==> config.mk <==
export PLATFORM = sky130hd
export DESIGN_NAME = timer_sched_flat
export DESIGN_NICKNAME = d
export VERILOG_FILES = /design/src/rtl/timer_sched_if.sv /design/src/rtl/timer_sched.sv /design/src/flat_wrapper.sv
export SDC_FILE = /design/constraint.sdc
export NUM_CORES = 1
export LEC_CHECK = 0
export BUFFER_PORTS_ARGS = -buffer_cell sky130_fd_sc_hd__buf_2
export CORE_MARGIN = 5
export CORE_UTILIZATION = 40
export DETAILED_ROUTE_END_ITERATION = 10
export PLACE_DENSITY_LB_ADDON = 0.3
export SYNTH_ARGS = -nofsm -noshare
export SYNTH_HDL_FRONTEND = slang
export SYNTH_SLANG_ARGS = --single-unit
==> constraint.sdc <==
create_clock -name clk_in -period 2.3 [get_ports clk_in]
set_input_delay 0.46 -clock clk_in [delete_from_list [all_inputs] [get_ports clk_in]]
set_output_delay 0.46 -clock clk_in [all_outputs]
set_load 0.01 [all_outputs]
==> src/rtl/timer_sched_if.sv <==
// Host-side handshakes of the timeout scheduler:
// ceiling config, channel arm and expiry event stream.
interface timer_sched_if #(
    parameter int CHANNELS      = 4,
    parameter int COUNT_WIDTH   = 8,
    parameter int CEILING_WIDTH = 4
);
    localparam int CW = $clog2(CHANNELS);

    logic                     cfg_valid_in;
    logic [CEILING_WIDTH-1:0] cfg_ceiling_in;
    logic                     cfg_ready_out;

    logic                     arm_valid_in;
    logic [CW-1:0]            arm_chan_in;
    logic [COUNT_WIDTH-1:0]   arm_count_in;
    logic                     arm_ready_out;

    logic                     evt_valid_out;
    logic [CW-1:0]            evt_chan_out;
    logic                     evt_ready_in;

    modport slave (
        input  cfg_valid_in, cfg_ceiling_in,
        input  arm_valid_in, arm_chan_in, arm_count_in,
        input  evt_ready_in,
        output cfg_ready_out, arm_ready_out,
        output evt_valid_out, evt_chan_out
    );

    modport master (
        output cfg_valid_in, cfg_ceiling_in,
        output arm_valid_in, arm_chan_in, arm_count_in,
        output evt_ready_in,
        input  cfg_ready_out, arm_ready_out,
        input  evt_valid_out, evt_chan_out
    );
endinterface

==> src/rtl/timer_sched.sv <==
// Multi-channel timeout scheduler sharing one tick timer;
// expiries leave through a round-robin event stream.
module timer_sched #(
    parameter int CHANNELS      = 4,
    parameter int COUNT_WIDTH   = 8,
    parameter int CEILING_WIDTH = 4,
    parameter logic [CEILING_WIDTH-1:0] DEFAULT_CEILING = '0
) (
    input  logic                     clk_in,
    input  logic                     reset_in,
    input  logic                     tick_in,
    input  logic [CHANNELS-1:0]      cancel_in,
    output logic [CEILING_WIDTH-1:0] ceiling_out,
    output logic [CHANNELS-1:0]      busy_out,
    timer_sched_if.slave             bus
);
    localparam int CW = $clog2(CHANNELS);

    typedef enum logic [1:0] {IDLE, ARMED, PENDING} state_t;

    state_t                 state [CHANNELS];
    logic [COUNT_WIDTH-1:0] count [CHANNELS];
    logic [CW-1:0]          rr;

    logic                arm_hit;
    logic                arm_fire;
    logic                any_armed;
    logic                evt_fire;
    logic                sel_found;
    logic [CW-1:0]       sel_chan;
    logic [CHANNELS-1:0] pend;

    assign evt_fire = bus.evt_valid_out & bus.evt_ready_in;

    // The channel being accepted now is masked out so the next
    // event can be presented without a bubble.
    always_comb begin
        arm_hit   = 1'b0;
        any_armed = 1'b0;
        pend      = '0;
        busy_out  = '0;
        for (int i = 0; i < CHANNELS; i++) begin
            if (bus.arm_chan_in == CW'(i) && state[i] == IDLE)
                arm_hit = 1'b1;
            if (state[i] == ARMED)
                any_armed = 1'b1;
            pend[i] = (state[i] == PENDING) &&
                      !(evt_fire && bus.evt_chan_out == CW'(i));
            busy_out[i] = (state[i] != IDLE);
        end
    end

    assign bus.arm_ready_out = !reset_in & arm_hit;
    assign arm_fire = bus.arm_valid_in & bus.arm_ready_out;
    assign bus.cfg_ready_out = !reset_in & !any_armed & !arm_fire;

    always_comb begin
        sel_found = 1'b0;
        sel_chan  = '0;
        for (int k = 0; k < CHANNELS; k++) begin
            if (!sel_found && pend[(int'(rr) + k) % CHANNELS]) begin
                sel_found = 1'b1;
                sel_chan  = CW'((int'(rr) + k) % CHANNELS);
            end
        end
    end

    always_ff @(posedge clk_in) begin
        if (reset_in) begin
            for (int i = 0; i < CHANNELS; i++) begin
                state[i] <= IDLE;
                count[i] <= '0;
            end
            rr                <= '0;
            bus.evt_valid_out <= 1'b0;
            bus.evt_chan_out  <= '0;
            ceiling_out       <= DEFAULT_CEILING;
        end else begin
            if (bus.cfg_valid_in && bus.cfg_ready_out)
                ceiling_out <= bus.cfg_ceiling_in;
            for (int i = 0; i < CHANNELS; i++) begin
                unique case (state[i])
                    IDLE: begin
                        if (arm_fire && bus.arm_chan_in == CW'(i)) begin
                            count[i] <= bus.arm_count_in;
                            state[i] <= (bus.arm_count_in == '0) ?
                                        PENDING : ARMED;
                        end
                    end
                    ARMED: begin
                        if (cancel_in[i]) begin
                            state[i] <= IDLE;
                            count[i] <= '0;
                        end else if (tick_in) begin
                            if (count[i] == COUNT_WIDTH'(1)) begin
                                state[i] <= PENDING;
                                count[i] <= '0;
                            end else begin
                                count[i] <= count[i] - 1'b1;
                            end
                        end
                    end
                    PENDING: begin
                        if (evt_fire && bus.evt_chan_out == CW'(i))
                            state[i] <= IDLE;
                    end
                    default: state[i] <= IDLE;
                endcase
            end
            if (!bus.evt_valid_out || evt_fire) begin
                bus.evt_valid_out <= sel_found;
                if (sel_found) begin
                    bus.evt_chan_out <= sel_chan;
                    rr <= CW'((int'(sel_chan) + 1) % CHANNELS);
                end
            end
        end
    end
endmodule
==> src/flat_wrapper.sv <==
// flat-port wrapper written by rule: the top's interface ports become plain ports
module timer_sched_flat 
#(
    parameter int CHANNELS      = 4,
    parameter int COUNT_WIDTH   = 8,
    parameter int CEILING_WIDTH = 4,
    parameter logic [CEILING_WIDTH-1:0] DEFAULT_CEILING = '0
)
  (clk_in, reset_in, tick_in, cancel_in, ceiling_out, busy_out, bus_cfg_valid_in, bus_cfg_ceiling_in, bus_arm_valid_in, bus_arm_chan_in, bus_arm_count_in, bus_evt_ready_in, bus_cfg_ready_out, bus_arm_ready_out, bus_evt_valid_out, bus_evt_chan_out);
  timer_sched_if #(.CHANNELS(CHANNELS), .COUNT_WIDTH(COUNT_WIDTH), .CEILING_WIDTH(CEILING_WIDTH)) bus_i ();
  input  logic clk_in;
  input  logic reset_in;
  input  logic tick_in;
  input  logic [CHANNELS-1:0] cancel_in;
  output logic [CEILING_WIDTH-1:0] ceiling_out;
  output logic [CHANNELS-1:0] busy_out;
  input wire logic [$bits(bus_i.cfg_valid_in)-1:0] bus_cfg_valid_in;
  input wire logic [$bits(bus_i.cfg_ceiling_in)-1:0] bus_cfg_ceiling_in;
  input wire logic [$bits(bus_i.arm_valid_in)-1:0] bus_arm_valid_in;
  input wire logic [$bits(bus_i.arm_chan_in)-1:0] bus_arm_chan_in;
  input wire logic [$bits(bus_i.arm_count_in)-1:0] bus_arm_count_in;
  input wire logic [$bits(bus_i.evt_ready_in)-1:0] bus_evt_ready_in;
  output wire logic [$bits(bus_i.cfg_ready_out)-1:0] bus_cfg_ready_out;
  output wire logic [$bits(bus_i.arm_ready_out)-1:0] bus_arm_ready_out;
  output wire logic [$bits(bus_i.evt_valid_out)-1:0] bus_evt_valid_out;
  output wire logic [$bits(bus_i.evt_chan_out)-1:0] bus_evt_chan_out;
  assign bus_i.cfg_valid_in = bus_cfg_valid_in;
  assign bus_i.cfg_ceiling_in = bus_cfg_ceiling_in;
  assign bus_i.arm_valid_in = bus_arm_valid_in;
  assign bus_i.arm_chan_in = bus_arm_chan_in;
  assign bus_i.arm_count_in = bus_arm_count_in;
  assign bus_i.evt_ready_in = bus_evt_ready_in;
  assign bus_cfg_ready_out = bus_i.cfg_ready_out;
  assign bus_arm_ready_out = bus_i.arm_ready_out;
  assign bus_evt_valid_out = bus_i.evt_valid_out;
  assign bus_evt_chan_out = bus_i.evt_chan_out;
  timer_sched #(.CHANNELS(CHANNELS), .COUNT_WIDTH(COUNT_WIDTH), .CEILING_WIDTH(CEILING_WIDTH), .DEFAULT_CEILING(DEFAULT_CEILING)) u_core (.clk_in(clk_in), .reset_in(reset_in), .tick_in(tick_in), .cancel_in(cancel_in), .ceiling_out(ceiling_out), .busy_out(busy_out), .bus(bus_i));
endmodule
==> results of run 1 <==
==> routing by layer <==
layer / GRT usage (%) / up-vias
met5: 0 / -
met4: 4.15 / 0
met3: 2.30 / 7
met2: 26.0 / 53
met1: 20.3 / 1203
li1: - / 1276
==> path summary, 6_finish.rpt <==
path                            cells past startpoint  slack (ps)                                  to
worst min-delay path                                3         390  u_core.ceiling_out[2]$_SDFFE_PP0P_
worst max register to register                      5         190    u_core.count[0][7]$_SDFFCE_PN0P_
worst max-delay path                                4         110                   bus_cfg_ready_out
worst min register to register                      2         500  u_core.ceiling_out[2]$_SDFFE_PP0P_
==> stage by stage <==
step | cell area [µm²] | power, W | util (%) | setup TNS (ps) | hold WS [ps]
after CTS | 3520 | 0.00211 | 48.0 | 0 | 390
final | 3560 | 0.00210 | 48.5 | 0 | 393
after detailed placement | 3400 | 0.00149 | 46.4 | 0 | 493
after floorplan | 3050 | 0.00136 | - | 0 | 504
after global placement | 3400 | 0.00148 | 46.4 | 0 | 470
after global routing | 3560 | 0.00220 | 48.5 | -11.2 | 422
==> power by group through the flow <==
stage	clock network (W)	logic, W	registers, W
after CTS	0.000641	0.000376	0.00109
after global routing	0.000673	0.000426	0.00110
after global placement	0	0.000369	0.00111
after floorplan	0	0.000256	0.00110
after detailed placement	0	0.000374	0.00111
final	0.000623	0.000383	0.00110
==> worst max-delay path, stage by stage, from the launching register on <==
cell and delay, ps:
edfxtp_1 390, nor2_1 120, mux4_2 500, a211oi_2 250
buf_2 160
==> state kept, by name (all words and copies together), names as in the netlist <==
name,flops
u_core.count,32
u_core.state,8
u_core.bus.evt_chan_out,2
u_core.rr,2
u_core.bus.evt_valid_out,1
u_core.ceiling_out,4
==> logic make-up after synthesis <==
kind of cell,count (synthesis),synth area share (%)
multiplexers,9,3.48
AO/OA/AOI/OAI,68,13.4
AND/OR/NAND/NOR,145,24.8
buffers and inverters,26,3.44
XOR/XNOR,22,6.31
flip-flops,49,45.3
adder cells (fa/ha/maj),8,3.28
==> cell type report <==
cell class	count	share of cell area (%)
Multi-Input combinational cell	252	44.2
Sequential cell	49	38.8
Timing Repair Buffer	50	8.02
Tap cell	99	3.48
Inverter	21	2.22
Clock buffer	5	1.94
Clock inverter	3	1.30
==> layout by cell type, fill, tap and decap left out, drive strengths merged, types with 7 or more instances in the layout <==
master  count
ha          8
dfxtp       9
nand2b     10
inv        21
a21oi      12
nor4b       7
buf        50
o21ai      38
nor3       12
edfxtp     40
xnor2      16
nand2      41
nor2       37
==> timing repair <==
| action | CTS | global route |
|---|---|---|
| endpoints found under the setup margin | 0 | 3 |
| gates resized for setup | 0 | 2 |
| buffers inserted | 0 | 4 |
==> reports/metrics.yaml, run 1 <==
sta:
  slew_headroom_pct: 66.0
  maxSlewViolCount: 0
  worstMarginPinSlew_ps: 503
  worst_slack_ps: 110
  period_needed_ps: 2190
  hold_violations: 0
  finalCritPeriodShare_pct: 95.2
  timing.fmax_mhz: 457
  skew_ps: 6.83
  setup_viol: 0
placement:
  dp_hpwl_um: 5680
  dp.cells: 467
  gp_congestion: 0.840
  pre_cts_slack_ps: 142
  io_buffer_count: 36
yosys:
  synth_top_area_share_pct: 39.4
  synth_nets: 359
  synth_area_mm2: 0.00305
  ys_seq_elements: 49
  synthArstFlopShare_pct: 0
  netlist_top_cells_count: "nand2_1, edfxtp_1, o21ai_0"
  synth.area.top_cells: "edfxtp_1, o21ai_0, dfxtp_1"
  yosysWarnings: 0
  synth-edff-count: 40
  synth_top_area_cell: "edfxtp_1"
  syn_area_per_cell_um2: 9.33
  synthFlopType: "edfxtp_1"
  synth_cells: 327
  synth.yosys.seq_area_share_pct: 45.3
  synth.most_common_cell: "nand2_1"
  yosysUniqueCellTypes: 50
power_and_ir_drop:
  powerDensity_mw_per_mm2: 591
  p_int_w: 0.00153
  ir_drop_v: 0.000399
  leakagePower_nw: 1.35
  switchingPower_w: 0.000574
  p_comb_share_pct: 18.2
  swShare_pct: 27.3
  clock_power_share_pct: 29.6
  seqPwrFrac_pct: 52.1
routing:
  top_layer: "met4"
  drt_pass1_iterations: 4
  ant_nets: 0
  routed_via_density: 5.30
  drt-met1-wl_um: 3320
  wirelength_um: 7290
  vias: 2539
  drtIter0Drc: 219
  route.met3.wl_um: 313
  dr_wl_met2_um: 3560
  routedWlPerCell_um: 15.2
  drc_errors: 0
run_status:
  outcome: "finished clean"
layout:
  final-instance-count-excl-fill: 479
  drive_gt1_share_pct: 19.2
  nets: 411
  multi_input_area_mm2: 0.00157
  seq_area_mm2: 0.00138
  syn2layout_area_growth_pct: 16.5
  num_antenna_cells: 0
  fill_cells: 722
min_path:
  worstHoldStart: "bus_cfg_ceiling_in[2]"
  min_path_type: "in2reg"
cts:
  cts.path.max_buffers: 2
  cts_buffers: 5
  h-tree-depth: 2
  cts_tree: "yes"
  clkSlewWorstSetupHoldPaths_ps: 90
  clk_latency_ps: 300
  root_buffer: "clkbuf_8"
  numClockSinks: 49
  ctsHoldBuffers: 0
global_routing:
  grt_overflow: 0
  grt.total_usage_pct: 15.3
  grt_pass1_vias: 2512
  grt_max_degree: 17
  antenna_found_initial: 0
  grt_pass1_wl_um: 11900
floorplan:
  dieArea_mm2: 0.00948
  core_area_mm2: 0.00733
  num_io_pins: 37
  die_h_um: 97.3
  floorplan.initialDensity_pct: 41.6
  rows: 31
  die_w_um: 97.3
worst_setup_path:
  critical_path_arrival_ps: 1730
  worstPathRequired_ps: 1840
  worstSetupStartpointType: "register"
  end_kind: "output port"
  rr_startpoint: "u_core.count[0][3]$_SDFFCE_PN0P_"
  cp-startpoint: "u_core.state[1][1]$_SDFFCE_PP0P_"
  critPathKind: "reg2out"
  path_max_fanout: 4
job:
  maxCapViolations: 0
Note: power is estimated with default switching activity, not from simulation.
==> inputs of run 2 (changes only) <==
BUFFER_PORTS_ARGS = default   (was -buffer_cell sky130_fd_sc_hd__buf_2)
CORE_MARGIN = default   (was 5)
DONT_BUFFER_PORTS = 1   (was default)
==> run 2 against run 1 <==
Die area shrank 16%. Worst hold slack lost 180 ps. Clock skew shrank 0.97 ps. Global-route usage grew 3.1 points. Cell count shrank 8.4%. Flip-flop and latch count is the same. Non-clock buffer count shrank 40. Critical path depth is the same. Clock power shrank 16%. Via count shrank 5.8%. Maximum frequency shrank 0.43%. Largest power group unchanged. Highest routed layer unchanged.
==> reports/metrics.yaml, run 2 (synthesis gave the netlist of run 1 again) <==
run_status:
  outcome: "finished clean"
placement:
  dp_hpwl_um: 5370  # -5.5%
  io_buffer_count: 0  # -100%
  dp.cells: 429  # -8.1%
  gp_congestion: 0.831  # -1.0%
worst_setup_path:
  cp-endpoint: "bus_cfg_ready_out"
  rr_startpoint: "u_core.count[0][3]$_SDFFCE_PN0P_"
  cp_slowest_cell: "mux4_2"
  critical_path_buf_inv_count: 1  # unchanged
  cp-startpoint: "u_core.state[1][1]$_SDFFCE_PP0P_"
  r2r_slack_ps: 160  # -30 ps
  critical_path_arrival_ps: 1740  # about the same
  r2r-end: "u_core.count[0][0]$_SDFFCE_PN0P_"
  end_kind: "output port"
  cp.depth: 4  # unchanged
  cp_top_family: "multiplexers"
  path_max_fanout: 4  # unchanged
  worstPathRequired_ps: 1840  # about the same
  critPathKind: "reg2out"
  worstSetupStartpointType: "register"
  rr_worst_depth: 6  # +1
  max_stage_delay_ps: 520  # +20 ps
  crit_chain: "nor2_1, mux4_2, a211oi_2, buf_4"
routing:
  vias: 2392  # -5.8%
  routedWlPerCell_um: 16.1  # +5.8%
  wirelength_um: 7070  # -3.0%
  ant_nets: 0  # unchanged
  drc_errors: 0  # unchanged
  drtIter0Drc: 137  # -37%
  drt_pass1_iterations: 4  # unchanged
  routed_via_density: 5.45  # +2.8%
global_routing:
  grt_max_degree: 21  # +4
  antenna_found_initial: 0  # unchanged
  grt_pass1_wl_um: 11000  # -7.8%
  grt_overflow: 0  # unchanged
  grt_pass1_vias: 2305  # -8.2%
  grt.total_usage_pct: 18.4  # +3.1 points
sta:
  setup_tns_ps: 0  # unchanged
  skew_ps: 5.86  # -0.975 ps
  setup_viol: 0  # unchanged
  maxSlewViolCount: 0  # unchanged
  timing.fmax_mhz: 455  # -0.43%
  worst_hold_slack_ps: 214  # -179 ps
  slew_headroom_pct: 17.4  # -49 points
  period_needed_ps: 2200  # +9.55 ps
  hold_violations: 0  # unchanged
  rsz0062_at_grt: "false"
  finalCritPeriodShare_pct: 95.6  # +0.42 points
  worstMarginPinSlew_ps: 1230  # +723 ps
cts:
  ctsHoldBuffers: 0  # unchanged
  root_buffer: "clkbuf_8"
  cts_tree: "yes"
  clkSlewWorstSetupHoldPaths_ps: 90  # about the same
  h-tree-depth: 2  # unchanged
  cts.path.max_buffers: 2  # unchanged
  cts_buffers: 5  # unchanged
  numClockSinks: 49  # unchanged
  clk_latency_ps: 310  # about the same
power_and_ir_drop:
  ir_drop_v: 0.000402  # +0.62%
  powerDensity_mw_per_mm2: 584  # -1.2%
  total_power_w: 0.00193  # -8.0%
  leakagePower_nw: 1.16  # -14%
floorplan:
  die_w_um: 89.3  # -8.2%
  rows: 31  # unchanged
  core_area_mm2: 0.00733  # unchanged
  floorplan.initialDensity_pct: 41.6  # unchanged
  dieArea_mm2: 0.00798  # -16%
  num_io_pins: 37  # unchanged
  die_h_um: 89.3  # -8.2%
layout:
  layout_commonest_cell: "nand2_1"
  utilization_pct: 45.2  # -3.3 points
  largest_reg_flops: 32  # unchanged
  final-instance-count-excl-fill: 439  # -8.4%
  nets: 371  # -9.7%
  drive_gt1_share_pct: 9.12  # -10 points
  num_antenna_cells: 0  # unchanged
  syn2layout_area_growth_pct: 8.49
  final_cell_mix: "nand2_1, edfxtp_1, o21ai_0"
  fill_cells: 711  # -1.5%
  top_register: "u_core.count"
  reg.largest.list: "u_core.count: 32 flops, u_core.state: 8 flops, u_core.ceiling_out: 4 flops"
min_path:
  min_path_type: "in2reg"
job:
  maxCapViolations: 0  # unchanged
[run 2: per-stage QoR]
| stage | setup WS (ps) | area, µm² |
|---|---|---|
| 4_1_cts | 44.3 | 3300 |
| 6_report | 101 | 3310 |
| 3_3_place_gp | 256 | 3210 |
| 5_1_grt | 8.52 | 3310 |
| 2_1_floorplan | 302 | 3050 |
| 3_5_place_dp | 195 | 3210 |
[run 2: worst min-delay path by stage]
stage | start | slack (ps) | to | depth (start not counted)
finish | reset_in | 210 | u_core.rr[1]$_SDFFE_PP0P_ | 1
global route | reset_in | 200 | u_core.ceiling_out[0]$_SDFFE_PP0P_ | 1
CTS | reset_in | 200 | u_core.ceiling_out[0]$_SDFFE_PP0P_ | 1
detailed placement | u_core.rr[0]$_SDFFE_PP0P_ | 540 | u_core.rr[0]$_SDFFE_PP0P_ | 2
global placement | u_core.rr[0]$_SDFFE_PP0P_ | 530 | u_core.rr[0]$_SDFFE_PP0P_ | 2
floorplan | u_core.rr[0]$_SDFFE_PP0P_ | 500 | u_core.rr[0]$_SDFFE_PP0P_ | 2
[run 2: worst reg2reg max path, delay by kind of cell (launching register included)]
family | cells | cell delay [ps]
compound gates | 1 | 120
simple gates | 5 | 1350
flops | 1 | 440
[run 2: repair_timing]
item                       4_1_cts  5_1_grt
gates resized for setup          0        0
setup buffers                    0        2
setup endpoints to repair        0        1
[run 2: final cells by class]
class                   instances  area, µm²  share of cell area (%)
inverters                      21       78.8                    2.38
well taps                      99        124                    3.74
repair buffers                 10       75.1                    2.27
multi-input cells             252       1570                    47.3
clock inverters                 2       13.8                   0.416
flip-flops and latches         49       1380                    41.7
clock buffers                   6       72.6                    2.19
[run 2: where the power goes]
group / internal (W) / leakage (nW) / switching (W) / total [W]
registers: 0.00103 / 0.496 / 0.0000714 / 0.00110
logic: 0.000145 / 0.625 / 0.000168 / 0.000313
clock network: 0.000216 / 0.0417 / 0.000305 / 0.000521
[run 2: layer usage]
metal	share of wire, %	vias to the layer above	routed length [µm]	GRT usage [%]
met4	0.68	0	48	6.93
met2	47	65	3360	29.4
met5	0	-	0	0
met3	6.5	4	462	4.52
li1	-	1197	-	-
met1	45	1126	3210	24.1
